**config.mk**
```make
export PLATFORM = sky130hd
export DESIGN_NAME = can_transmitter
export DESIGN_NICKNAME = d
export VERILOG_FILES = /design/src/rtl/can_transmitter.sv
export SDC_FILE = /design/constraint.sdc
export NUM_CORES = 1
export LEC_CHECK = 0
export ABC_AREA = 1
export ABC_CLOCK_PERIOD_IN_PS = 6700
export CAP_MARGIN = 25
export CORE_MARGIN = 1
export CORE_UTILIZATION = 40
export CTS_CLUSTER_DIAMETER = 60
export DETAILED_ROUTE_END_ITERATION = 12
export SLEW_MARGIN = 20
export SYNTH_ARGS = -nofsm -noshare
export SYNTH_HDL_FRONTEND = slang
export SYNTH_SLANG_ARGS = --single-unit
```
**constraint.sdc**
```tcl
create_clock -name baud_clk -period 6.7 [get_ports baud_clk]
set_input_delay 2.01 -clock baud_clk [delete_from_list [all_inputs] [get_ports baud_clk]]
set_output_delay 2.01 -clock baud_clk [all_outputs]
set_load 0.02 [all_outputs]
```
**src/rtl/can_transmitter.sv**
```systemverilog
// CAN 2.0A standard-frame transmitter: serializes one frame per request, one bit per baud_clk,
// with bit stuffing over SOF..CRC, CRC-15 generation and ACK-slot monitoring.
module can_transmitter #(
    parameter int unsigned IFS_BITS = 3
) (
    input  logic        baud_clk,
    input  logic        reset,
    input  logic        tx_start,
    input  logic [10:0] tx_id,
    input  logic        tx_rtr,
    input  logic [3:0]  tx_dlc,
    input  logic [63:0] tx_data,
    input  logic        CAN_RX,
    output logic        CAN_TX,
    output logic        tx_busy,
    output logic        tx_done,
    output logic        ack_err
);

    localparam int unsigned ID_W   = 11;
    localparam int unsigned DLC_W  = 4;
    localparam int unsigned DATA_W = 64;
    localparam int unsigned CRC_W  = 15;
    localparam int unsigned CNT_W  = 8;
    localparam int unsigned RUN_W  = 3;
    localparam int unsigned NB_W   = 7;
    localparam int unsigned EOF_BITS = 7;
    localparam logic [CRC_W-1:0] CRC_POLY = 15'h4599;

    typedef enum logic [3:0] {
        S_IDLE, S_SOF, S_ID, S_RTR, S_IDE, S_R0, S_DLC, S_DATA, S_CRC,
        S_CRC_DELIM, S_ACK_SLOT, S_ACK_DELIM, S_EOF, S_IFS
    } state_t;

    state_t              state_q, state_d;
    logic [CNT_W-1:0]    cnt_q, cnt_d;
    logic [ID_W-1:0]     id_q, id_d;
    logic                rtr_q, rtr_d;
    logic [DLC_W-1:0]    dlc_q, dlc_d;
    logic [DATA_W-1:0]   data_q, data_d;
    logic [NB_W-1:0]     nbits_q, nbits_d;
    logic [CRC_W-1:0]    crc_q, crc_d;
    logic [RUN_W-1:0]    run_q, run_d;
    logic                tx_d, busy_d, done_d, ack_err_d;
    logic                in_region, adv;

    function automatic logic [CRC_W-1:0] crc_step(input logic [CRC_W-1:0] crc, input logic b);
        logic [CRC_W-1:0] c;
        c = {crc[CRC_W-2:0], 1'b0};
        if (b ^ crc[CRC_W-1]) c = c ^ CRC_POLY;
        return c;
    endfunction

    // state/cnt name the field of the most recent non-stuff bit; a stuff bit holds them
    always_comb begin
        state_d   = state_q;
        cnt_d     = cnt_q;
        id_d      = id_q;
        rtr_d     = rtr_q;
        dlc_d     = dlc_q;
        data_d    = data_q;
        nbits_d   = nbits_q;
        crc_d     = crc_q;
        run_d     = run_q;
        tx_d      = CAN_TX;
        busy_d    = tx_busy;
        done_d    = 1'b0;
        ack_err_d = 1'b0;
        adv       = 1'b0;
        in_region = state_q inside {S_SOF, S_ID, S_RTR, S_IDE, S_R0, S_DLC, S_DATA, S_CRC};

        if (state_q == S_IDLE) begin
            tx_d = 1'b1;
            if (tx_start) begin
                state_d = S_SOF;
                cnt_d   = '0;
                id_d    = tx_id;
                rtr_d   = tx_rtr;
                dlc_d   = tx_dlc;
                data_d  = tx_data;
                nbits_d = tx_rtr ? '0 : ((tx_dlc > 4'd8) ? NB_W'(64) : NB_W'({tx_dlc, 3'b000}));
                crc_d   = '0;
                run_d   = RUN_W'(1);
                tx_d    = 1'b0;
                busy_d  = 1'b1;
            end
        end else if (in_region && run_q == RUN_W'(5)) begin
            tx_d  = ~CAN_TX;
            run_d = RUN_W'(1);
        end else begin
            adv = 1'b1;
        end

        if (adv) begin
            cnt_d = '0;
            case (state_q)
                S_SOF:       state_d = S_ID;
                S_ID:        if (cnt_q == CNT_W'(ID_W - 1)) state_d = S_RTR;
                             else cnt_d = cnt_q + CNT_W'(1);
                S_RTR:       state_d = S_IDE;
                S_IDE:       state_d = S_R0;
                S_R0:        state_d = S_DLC;
                S_DLC:       if (cnt_q == CNT_W'(DLC_W - 1))
                                 state_d = (nbits_q == '0) ? S_CRC : S_DATA;
                             else cnt_d = cnt_q + CNT_W'(1);
                S_DATA:      if (cnt_q + CNT_W'(1) == CNT_W'(nbits_q)) state_d = S_CRC;
                             else cnt_d = cnt_q + CNT_W'(1);
                S_CRC:       if (cnt_q == CNT_W'(CRC_W - 1)) state_d = S_CRC_DELIM;
                             else cnt_d = cnt_q + CNT_W'(1);
                S_CRC_DELIM: state_d = S_ACK_SLOT;
                S_ACK_SLOT: begin
                    state_d   = S_ACK_DELIM;
                    ack_err_d = CAN_RX;
                end
                S_ACK_DELIM: state_d = S_EOF;
                S_EOF:       if (cnt_q == CNT_W'(EOF_BITS - 1)) state_d = S_IFS;
                             else cnt_d = cnt_q + CNT_W'(1);
                S_IFS: begin
                    if (cnt_q == CNT_W'(IFS_BITS - 1)) begin
                        state_d = S_IDLE;
                        busy_d  = 1'b0;
                        done_d  = 1'b1;
                    end else begin
                        cnt_d = cnt_q + CNT_W'(1);
                    end
                end
                default:     state_d = S_IDLE;
            endcase

            case (state_d)
                S_ID:    tx_d = id_q[4'd10 - cnt_d[3:0]];
                S_RTR:   tx_d = rtr_q;
                S_IDE:   tx_d = 1'b0;
                S_R0:    tx_d = 1'b0;
                S_DLC:   tx_d = dlc_q[2'd3 - cnt_d[1:0]];
                S_DATA:  tx_d = data_q[6'd63 - cnt_d[5:0]];
                S_CRC:   tx_d = crc_q[4'd14 - cnt_d[3:0]];
                default: tx_d = 1'b1;
            endcase

            if (state_d inside {S_ID, S_RTR, S_IDE, S_R0, S_DLC, S_DATA})
                crc_d = crc_step(crc_q, tx_d);
            if (in_region)
                run_d = (tx_d == CAN_TX) ? run_q + RUN_W'(1) : RUN_W'(1);
        end
    end

    always_ff @(posedge baud_clk or posedge reset) begin
        if (reset) begin
            state_q <= S_IDLE;
            cnt_q   <= '0;
            id_q    <= '0;
            rtr_q   <= 1'b0;
            dlc_q   <= '0;
            data_q  <= '0;
            nbits_q <= '0;
            crc_q   <= '0;
            run_q   <= '0;
            CAN_TX  <= 1'b1;
            tx_busy <= 1'b0;
            tx_done <= 1'b0;
            ack_err <= 1'b0;
        end else begin
            state_q <= state_d;
            cnt_q   <= cnt_d;
            id_q    <= id_d;
            rtr_q   <= rtr_d;
            dlc_q   <= dlc_d;
            data_q  <= data_d;
            nbits_q <= nbits_d;
            crc_q   <= crc_d;
            run_q   <= run_d;
            CAN_TX  <= tx_d;
            tx_busy <= busy_d;
            tx_done <= done_d;
            ack_err <= ack_err_d;
        end
    end

endmodule

```
==> impl_table.tex, run 1 <==
\begin{tabular}{lr}
\hline
Metric & Value \\
\hline
\multicolumn{2}{l}{\textbf{Clock tree}} \\
CTS tree & built \\
Root buf cell & clkbuf\_16 \\
Clk\_lat worst skew & 0.42 ns \\
Clock Sink Count & 118 \\
Worst-path clk slew & 0.06 ns \\
Count of hold-fix buffers inserted at cts & 0 \\
Num CTS Buffers & 17 \\
Maximum count of clock buffers along a single path & 2 \\
Setup Fix Bufs, Post-CTS & 0 \\
Number of H-tree levels & 4 \\
CTS resizes & 0 \\
\multicolumn{2}{l}{\textbf{Placed design}} \\
Post-place instance area & 7761 sq um \\
Weighted congestion at the end of routability-driven global placement & 0.8702 \\
Pre-CTS setup slack & 2.651 ns \\
Number of instances in the placed design & 1227 \\
Buffers added on ports & 87 \\
HPWL after detailed placement & 12010 um \\
\multicolumn{2}{l}{\textbf{Critical path}} \\
Critical Path Source Type & flop \\
Standard cell with the maximum stage delay on the critical path & a21oi\_2 \\
Ordered list of cells on the worst path & inv\_2 -> nand2\_1 -> nor2\_1 -> nor4\_1 -> a21oi\_2 -> nand2\_4 -> inv\_2 -> ha\_1 -> inv\_1 -> nand3\_1 -> nand3\_1 -> nand2\_1 -> a21oi\_1 -> nor2\_2 -> nor2\_4 -> nand3\_1 -> nand3\_1 -> nand3\_1 -> nand2\_1 -> inv\_1 \\
Category of the worst setup path capture point & flop \\
Critical Path RT & 7.01 ns \\
Crit path DAT & 4.41 ns \\
Crit-path max cell delay & 0.67 ns \\
Cell repeated most along the worst path & nand3\_1 \\
Register-to-register setup slack & 2.60 ns \\
Depth of the worst register-to-register path & 20 \\
Crit path kind & flop to flop \\
Largest fanout on the critical path & 20 \\
\multicolumn{2}{l}{\textbf{Yosys}} \\
Area leader, netlist & dfrtp\_1 \\
Register area share after synthesis & 43.67\% \\
Most instantiated library cell after synthesis & nand2\_1 \\
Top cells by area in the synthesized netlist & dfrtp\_1 43\%, nand2\_1 20\%, nand3\_1 8.4\%, inv\_1 5.7\%, o21ai\_0 4.6\% \\
Number of synthesized register bits & 118 \\
Synth top area share & 43.28\% \\
Netlist area before placement & 6765 sq um \\
Syn Inst Count & 953 \\
Post-synthesis average cell area & 7.099 sq um \\
Share of synthesized registers carrying an async set or reset & 100.0\% \\
Synth Net Count & 1043 \\
Post-synth EDFFs & 0 \\
Warnings from Yosys & 0 \\
Unique masters post-synth & 42 \\
Commonest cells post-synth & 362 x nand2\_1, 117 x dfrtp\_1, 114 x nand3\_1 \\
Dominant synthesized flop cell & dfrtp\_1 \\
\multicolumn{2}{l}{\textbf{Detailed routing}} \\
DRC Markers & 0 \\
Wirelength, routed & 17290 um \\
Count of routing violations after the opening detailed-route iteration & 509 \\
Number of nets with antenna violations after detailed routing & 0 \\
Router iterations before antenna repair & 5 \\
DR vias & 6197 \\
Via/cell ratio & 4.922 \\
Wire length per cell & 13.74 um \\
\multicolumn{2}{l}{\textbf{Global routing}} \\
Global routing usage summed across all routing layers & 21.26\% \\
Via count of the first global-routing pass & 6009 \\
Number of antenna violations at the first check in global routing & 0 \\
Largest net degree at the start of global routing & 71 \\
First-pass GRT wire length & 29680 um \\
Grt total ovfl & 0 \\
\multicolumn{2}{l}{\textbf{Floorplanning}} \\
Chip Height & 132.1 um \\
Width of the die & 132.1 um \\
Effective utilization at floorplan & 40.94\% \\
Count of standard-cell rows & 47 \\
Die outline area & 17440 sq um \\
Boundary pin count & 88 \\
Core Area & 16520 sq um \\
\multicolumn{2}{l}{\textbf{STA}} \\
Portion of the clock cycle consumed by the worst path in the final layout & 61.20\% \\
Worst max-slew margin expressed relative to the limit & 36.35\% \\
Setup TNS & 0 ns \\
Setup repair after global routing missed its margin & false \\
Max Clk Rate & 0.2439 GHz \\
Max-slew violation total from the final report & 0 \\
Shortest period the worst path allows & 4.101 ns \\
Setup-violating endpoint count in the final report & 0 \\
Final worst-path setup slack & 2.599 ns \\
Worst hold-check slack & 0.4607 ns \\
Number of hold violations in the final report & 0 \\
Clock skew & 0.01301 ns \\
Transition time of the tightest slew-check pin & 0.9512 ns \\
\multicolumn{2}{l}{\textbf{Final layout}} \\
Area added between synthesis and finish & 24.23\% \\
Share of final-layout standard cells stronger than drive strength 1 & 8.085\% \\
Post-Route Utilization & 50.86\% \\
Net count reported at finish & 1116 \\
Antenna diode count & 0 \\
Finished Cell Area & 8404 sq um \\
Final-layout fill cell count & 1687 \\
Final instance count without filler cells & 1259 \\
Multi-input logic area & 3167 sq um \\
Storage cell area & 2954 sq um \\
\multicolumn{2}{l}{\textbf{Run status}} \\
Outcome & finished clean \\
\multicolumn{2}{l}{\textbf{Pwr}} \\
Net Sw Power & 1.719 mW \\
Clock power frac & 24.5\% \\
Leak & 4.144 nW \\
Total power & 4.027 mW \\
Net switching share of the total power & 42.70\% \\
Maximum vdd drop & 0.2146 mV \\
Cell Int Power & 2.308 mW \\
Fraction of power consumed by sequential logic & 29.7\% \\
Total power density per cell area & 479.1 nW/um\^{}2 \\
Combinational power share & 45.8\% \\
\multicolumn{2}{l}{\textbf{Worst hold path}} \\
Class of the most critical hold timing path & flop to flop \\
WHS Path Cells & 2 \\
\multicolumn{2}{l}{\textbf{Run}} \\
Number of max-capacitance violations reported & 0 \\
\hline
\end{tabular}
[critical path: cells and delay by family (launching register included)]
kind                       cells  cell delay, ns
AOI/OAI and AO/OA              2            0.82
adders and majority gates      1            0.36
buffers and inverters          4            0.50
and+or+nand+nor               13            1.91
DFF                            1            0.40
[power groups by stage]
| stage | registers [mW] | clock network [mW] | logic [mW] |
|---|---|---|---|
| final | 1.20 | 0.985 | 1.85 |
| after CTS | 1.20 | 1.00 | 1.85 |
| after global routing | 1.23 | 1.03 | 2.13 |
| after floorplan | 1.16 | 0 | 1.44 |
| after detailed placement | 1.20 | 0 | 1.84 |
| after global placement | 1.20 | 0 | 1.83 |
[flip-flops by register name (all words and copies together) (netlist names), 3 cells and up]
register  flops
cnt_q         8
crc_q        15
data_q       64
nbits_q       4
dlc_q         4
run_q         3
id_q         11
state_q       4
[layout by cell type, fill, tap and decap left out, drive strengths merged]
| master | n |
|---|---|
| nand2 | 376 |
| nor4 | 1 |
| a31oi | 1 |
| clkbuf | 21 |
| nand3b | 12 |
| o2111ai | 1 |
| a31o | 1 |
| a21oi | 9 |
| ha | 6 |
| clkinvlp | 1 |
| o22ai | 11 |
| nand4 | 7 |
| xor2 | 3 |
| clkdlybuf4s50 | 87 |
| a22oi | 1 |
| nand3 | 116 |
| o31ai | 5 |
| buf | 6 |
| and2 | 1 |
| dfrtp | 117 |
| o211ai | 8 |
| o21ai | 68 |
| o32ai | 1 |
| dfstp | 1 |
| bufinv | 4 |
| clkinv | 9 |
| or2 | 1 |
| nor2 | 43 |
| inv | 116 |
| nor3 | 4 |
| nor3b | 1 |
[layer usage]
metal	vias to the layer above	track usage (%)	wire length (um)	share of wire (%)
li1	3176	-	-	-
met1	2820	30.47	8654	50
met2	179	32.36	7626	44
met3	22	3.499	765	4.4
met4	0	7.558	247	1.4
met5	-	0	0	0
[area by class of cell]
cell class / count / share of cell area [%]
multi-input cells: 677 / 37.68
flip-flops and latches: 118 / 35.15
repair buffers: 93 / 10.90
clock buffers: 21 / 5.598
inverters: 119 / 5.345
well taps: 220 / 3.275
clock inverters: 11 / 2.054
[cells by family (layout without fill, tap and decap cells)]
logic type / after synthesis / in the layout / share of synthesized area (%)
AND/OR/NAND/NOR: 562 / 562 / 36.27
flip-flops: 118 / 118 / 43.67
XOR/XNOR: 3 / 3 / 0.3885
buffers and inverters: 158 / 244 / 9.636
AO/OA/AOI/OAI: 106 / 106 / 8.933
adder cells (fa/ha/maj): 6 / 6 / 1.110
[worst paths after layout]
kind                             from          to
setup / recovery           state_q[3]    crc_q[4]
hold / removal             data_q[37]  data_q[37]
setup reg to reg           state_q[3]    crc_q[4]
hold reg to reg            data_q[37]  data_q[37]
max in group asynchronous       reset    crc_q[2]
min in group asynchronous       reset  data_q[14]
Note: power is estimated with default switching activity, not from simulation.
==> run 2, diff against run 1 <==
--- a/config.mk
+++ b/config.mk
@@ -6,7 +6,7 @@
 export NUM_CORES = 1
 export LEC_CHECK = 0
 export ABC_AREA = 1
-export ABC_CLOCK_PERIOD_IN_PS = 6700
+export ABC_CLOCK_PERIOD_IN_PS = 3660
 export CAP_MARGIN = 25
 export CORE_MARGIN = 1
 export CORE_UTILIZATION = 40
==> constraint.sdc (replaced) <==
create_clock -name baud_clk -period 3.66 [get_ports baud_clk]
set_input_delay 1.098 -clock baud_clk [delete_from_list [all_inputs] [get_ports baud_clk]]
set_output_delay 1.098 -clock baud_clk [all_outputs]
set_load 0.02 [all_outputs]
==> impl_table.tex, run 2 (synthesis results as in run 1) <==
\begin{tabular}{lr}
\hline
Metric & Value \\
\hline
\multicolumn{2}{l}{\textbf{STA}} \\
Worst max-slew margin expressed relative to the limit & 69.39\% (was 36.35\%) \\
Clock skew & 0.007501 ns (was 0.01301 ns) \\
Max-slew violation total from the final report & 0 (unchanged) \\
Setup-violating endpoint count in the final report & 0 (unchanged) \\
Portion of the clock cycle consumed by the worst path in the final layout & 90.78\% (was 61.20\%) \\
Shortest period the worst path allows & 3.323 ns (was 4.101 ns) \\
Setup TNS & 0 ns (unchanged) \\
Number of hold violations in the final report & 0 (unchanged) \\
Transition time of the tightest slew-check pin & 0.4556 ns (was 0.9512 ns) \\
Max Clk Rate & 0.3010 GHz (was 0.2439 GHz) \\
\multicolumn{2}{l}{\textbf{Detailed routing}} \\
Count of routing violations after the opening detailed-route iteration & 432 (was 509) \\
Via/cell ratio & 4.966 (was 4.922) \\
Number of nets with antenna violations after detailed routing & 0 (unchanged) \\
DR vias & 6312 (was 6197) \\
Wire length per cell & 13.88 um (was 13.74 um) \\
Router iterations before antenna repair & 5 (unchanged) \\
Wirelength, routed & 17640 um (was 17290 um) \\
DRC Markers & 0 (unchanged) \\
\multicolumn{2}{l}{\textbf{Global routing}} \\
Largest net degree at the start of global routing & 73 (was 71) \\
Via count of the first global-routing pass & 5917 (was 6009) \\
Grt total ovfl & 0 (unchanged) \\
First-pass GRT wire length & 29550 um (was 29680 um) \\
Number of antenna violations at the first check in global routing & 0 (unchanged) \\
Global routing usage summed across all routing layers & 21.28\% (was 21.26\%) \\
\multicolumn{2}{l}{\textbf{Clock tree}} \\
Worst-path clk slew & 0.06 ns (about the same) \\
Number of H-tree levels & 4 (unchanged) \\
CTS tree & built (unchanged) \\
Maximum count of clock buffers along a single path & 2 (unchanged) \\
Clock Sink Count & 118 (unchanged) \\
Root buf cell & clkbuf\_16 (unchanged) \\
Num CTS Buffers & 17 (unchanged) \\
Clk\_lat worst skew & 0.42 ns (about the same) \\
\multicolumn{2}{l}{\textbf{Floorplanning}} \\
Count of standard-cell rows & 47 (unchanged) \\
Width of the die & 132.1 um (unchanged) \\
Effective utilization at floorplan & 40.94\% (unchanged) \\
Core Area & 16520 sq um (unchanged) \\
Boundary pin count & 88 (unchanged) \\
Die outline area & 17440 sq um (unchanged) \\
Chip Height & 132.1 um (unchanged) \\
\multicolumn{2}{l}{\textbf{Final layout}} \\
Post-Route Utilization & 51.52\% (was 50.86\%) \\
Most common library cell in the layout ignoring fill and taps & nand2\_1 (unchanged) \\
Finished Cell Area & 8513 sq um (was 8404 sq um) \\
Highest-count cells in the layout ignoring fill and taps & 362 x nand2\_1, 115 x dfrtp\_1, 113 x nand3\_1 (was 362 x nand2\_1, 117 x dfrtp\_1, 114 x nand3\_1) \\
Net count reported at finish & 1128 (was 1116) \\
Final-layout fill cell count & 1635 (was 1687) \\
Antenna diode count & 0 (unchanged) \\
Flip-flop count of the largest register, all copies and words added & 64 (unchanged) \\
Largest register by flop count & data\_q (unchanged) \\
Area added between synthesis and finish & 25.84\% (was 24.23\%) \\
Share of final-layout standard cells stronger than drive strength 1 & 9.895\% (was 8.085\%) \\
Registers with the most flip-flops & data\_q: 64 flops, crc\_q: 15 flops, id\_q: 11 flops (unchanged) \\
\multicolumn{2}{l}{\textbf{Pwr}} \\
Total power density per cell area & 869.4 nW/um\^{}2 (was 479.1 nW/um\^{}2) \\
Maximum vdd drop & 0.4074 mV (was 0.2146 mV) \\
Leak & 4.176 nW (was 4.144 nW) \\
Clock power frac & 22.8\% (was 24.5\%) \\
Cell Int Power & 4.187 mW (was 2.308 mW) \\
Net Sw Power & 3.214 mW (was 1.719 mW) \\
Fraction of power consumed by sequential logic & 29.6\% (was 29.7\%) \\
Net switching share of the total power & 43.43\% (was 42.70\%) \\
Combinational power share & 47.7\% (was 45.8\%) \\
Total power & 7.402 mW (was 4.027 mW) \\
\multicolumn{2}{l}{\textbf{Run}} \\
Number of max-capacitance violations reported & 0 (unchanged) \\
\multicolumn{2}{l}{\textbf{Placed design}} \\
Buffers added on ports & 87 (unchanged) \\
Post-place instance area & 7890 sq um (was 7761 sq um) \\
HPWL after detailed placement & 12420 um (was 12010 um) \\
Weighted congestion at the end of routability-driven global placement & 0.8780 (was 0.8702) \\
\multicolumn{2}{l}{\textbf{Critical path}} \\
Ordered list of cells on the worst path & clkinv\_1 -> ha\_1 -> inv\_1 -> nor2\_1 -> nand2\_2 -> nand2\_1 -> nand2\_1 -> nor2\_2 -> o21ai\_1 -> nand2\_2 -> inv\_2 -> nand2\_1 -> nand2\_1 -> nand3\_1 -> nand2\_1 -> a21oi\_1 -> nor2\_2 -> nor2\_4 -> nand3\_2 -> nand3\_1 -> nand3\_1 -> nand2\_1 -> inv\_1 (was inv\_2 -> nand2\_1 -> nor2\_1 -> nor4\_1 -> a21oi\_2 -> nand2\_4 -> inv\_2 -> ha\_1 -> inv\_1 -> nand3\_1 -> nand3\_1 -> nand2\_1 -> a21oi\_1 -> nor2\_2 -> nor2\_4 -> nand3\_1 -> nand3\_1 -> nand3\_1 -> nand2\_1 -> inv\_1) \\
Category of the worst setup path capture point & flop (unchanged) \\
Crit path DAT & 3.64 ns (was 4.41 ns) \\
Standard cell with the maximum stage delay on the critical path & dfrtp\_2 (was a21oi\_2) \\
Crit-path max cell delay & 0.43 ns (was 0.67 ns) \\
Largest fanout on the critical path & 10 (was 20) \\
Crit path kind & flop to flop (unchanged) \\
Critical Path RT & 3.98 ns (was 7.01 ns) \\
Critical Path Source Type & flop (unchanged) \\
Cell repeated most along the worst path & nand2\_1 (was nand3\_1) \\
\multicolumn{2}{l}{\textbf{Worst hold path}} \\
Class of the most critical hold timing path & flop to flop (unchanged) \\
\multicolumn{2}{l}{\textbf{Run status}} \\
Outcome & finished clean (unchanged) \\
\hline
\end{tabular}
run 2: critical path, delay by kind of cell, from the launching register on:
| kind | cells | cell delay, ns |
|---|---|---|
| DFF | 1 | 0.43 |
| adders and majority gates | 1 | 0.15 |
| AOI/OAI and AO/OA | 2 | 0.34 |
| and+or+nand+nor | 16 | 1.95 |
| buffers and inverters | 4 | 0.34 |
run 2: timing repair:
action	CTS	global route
endpoints found under the setup margin	0	10
hold buffers	0	0
gates resized for setup	0	8
buffers inserted	0	0
run 2: per-layer routing:
metal  wire length [um]  GRT usage, %  vias to the layer above
li1                   -             -                     3203
met4                119         4.845                        0
met5                  0             0                        -
met3                808         4.114                       14
met2               7966         33.16                      182
met1               8745         30.56                     2913
run 2: final timing paths:
path / start / endpoint / slack, ns / cells after the start
min: data_q[53] / data_q[53] / 0.46 / 2
min reg2reg: data_q[53] / data_q[53] / 0.46 / 2
max in group asynchronous: reset / data_q[50] / 1.90 / 3
max reg2reg: cnt_q[0] / crc_q[8] / 0.34 / 23
min in group asynchronous: reset / data_q[14] / 1.04 / 2
max: cnt_q[0] / crc_q[8] / 0.34 / 23
run 2: area by class of cell:
type,instances,area (sq um),area share (%)
clock buffer,19,452.9,5.320
clock inverter,13,145.1,1.705
inverter,119,450.4,5.291
multi-input combinational,677,3189,37.46
sequential,118,2957,34.73
tap,220,275.3,3.233
timing repair buffer,105,1044,12.26
run 2: metrics by stage:
step / std cells / hold WS, ns / setup slack (ns)
6_report: 1271 / 0.4596 / 0.3373
5_1_grt: 1271 / 0.4813 / -0.0002323
4_1_cts: 1271 / 0.4644 / 0.02883
3_5_place_dp: 1239 / 0.4495 / 0.03528
3_3_place_gp: 1239 / 0.4457 / 0.1819
2_1_floorplan: 953 / 0.4332 / 0.4137
run 2: power by group through the flow:
stage | Combinational, mW | Sequential [mW] | Clock (mW)
2_1_floorplan | 2.65 | 2.12 | 0
3_3_place_gp | 3.49 | 2.19 | 0
3_5_place_dp | 3.51 | 2.20 | 0
4_1_cts | 3.53 | 2.18 | 1.72
5_1_grt | 4.05 | 2.26 | 1.77
6_report | 3.53 | 2.19 | 1.69
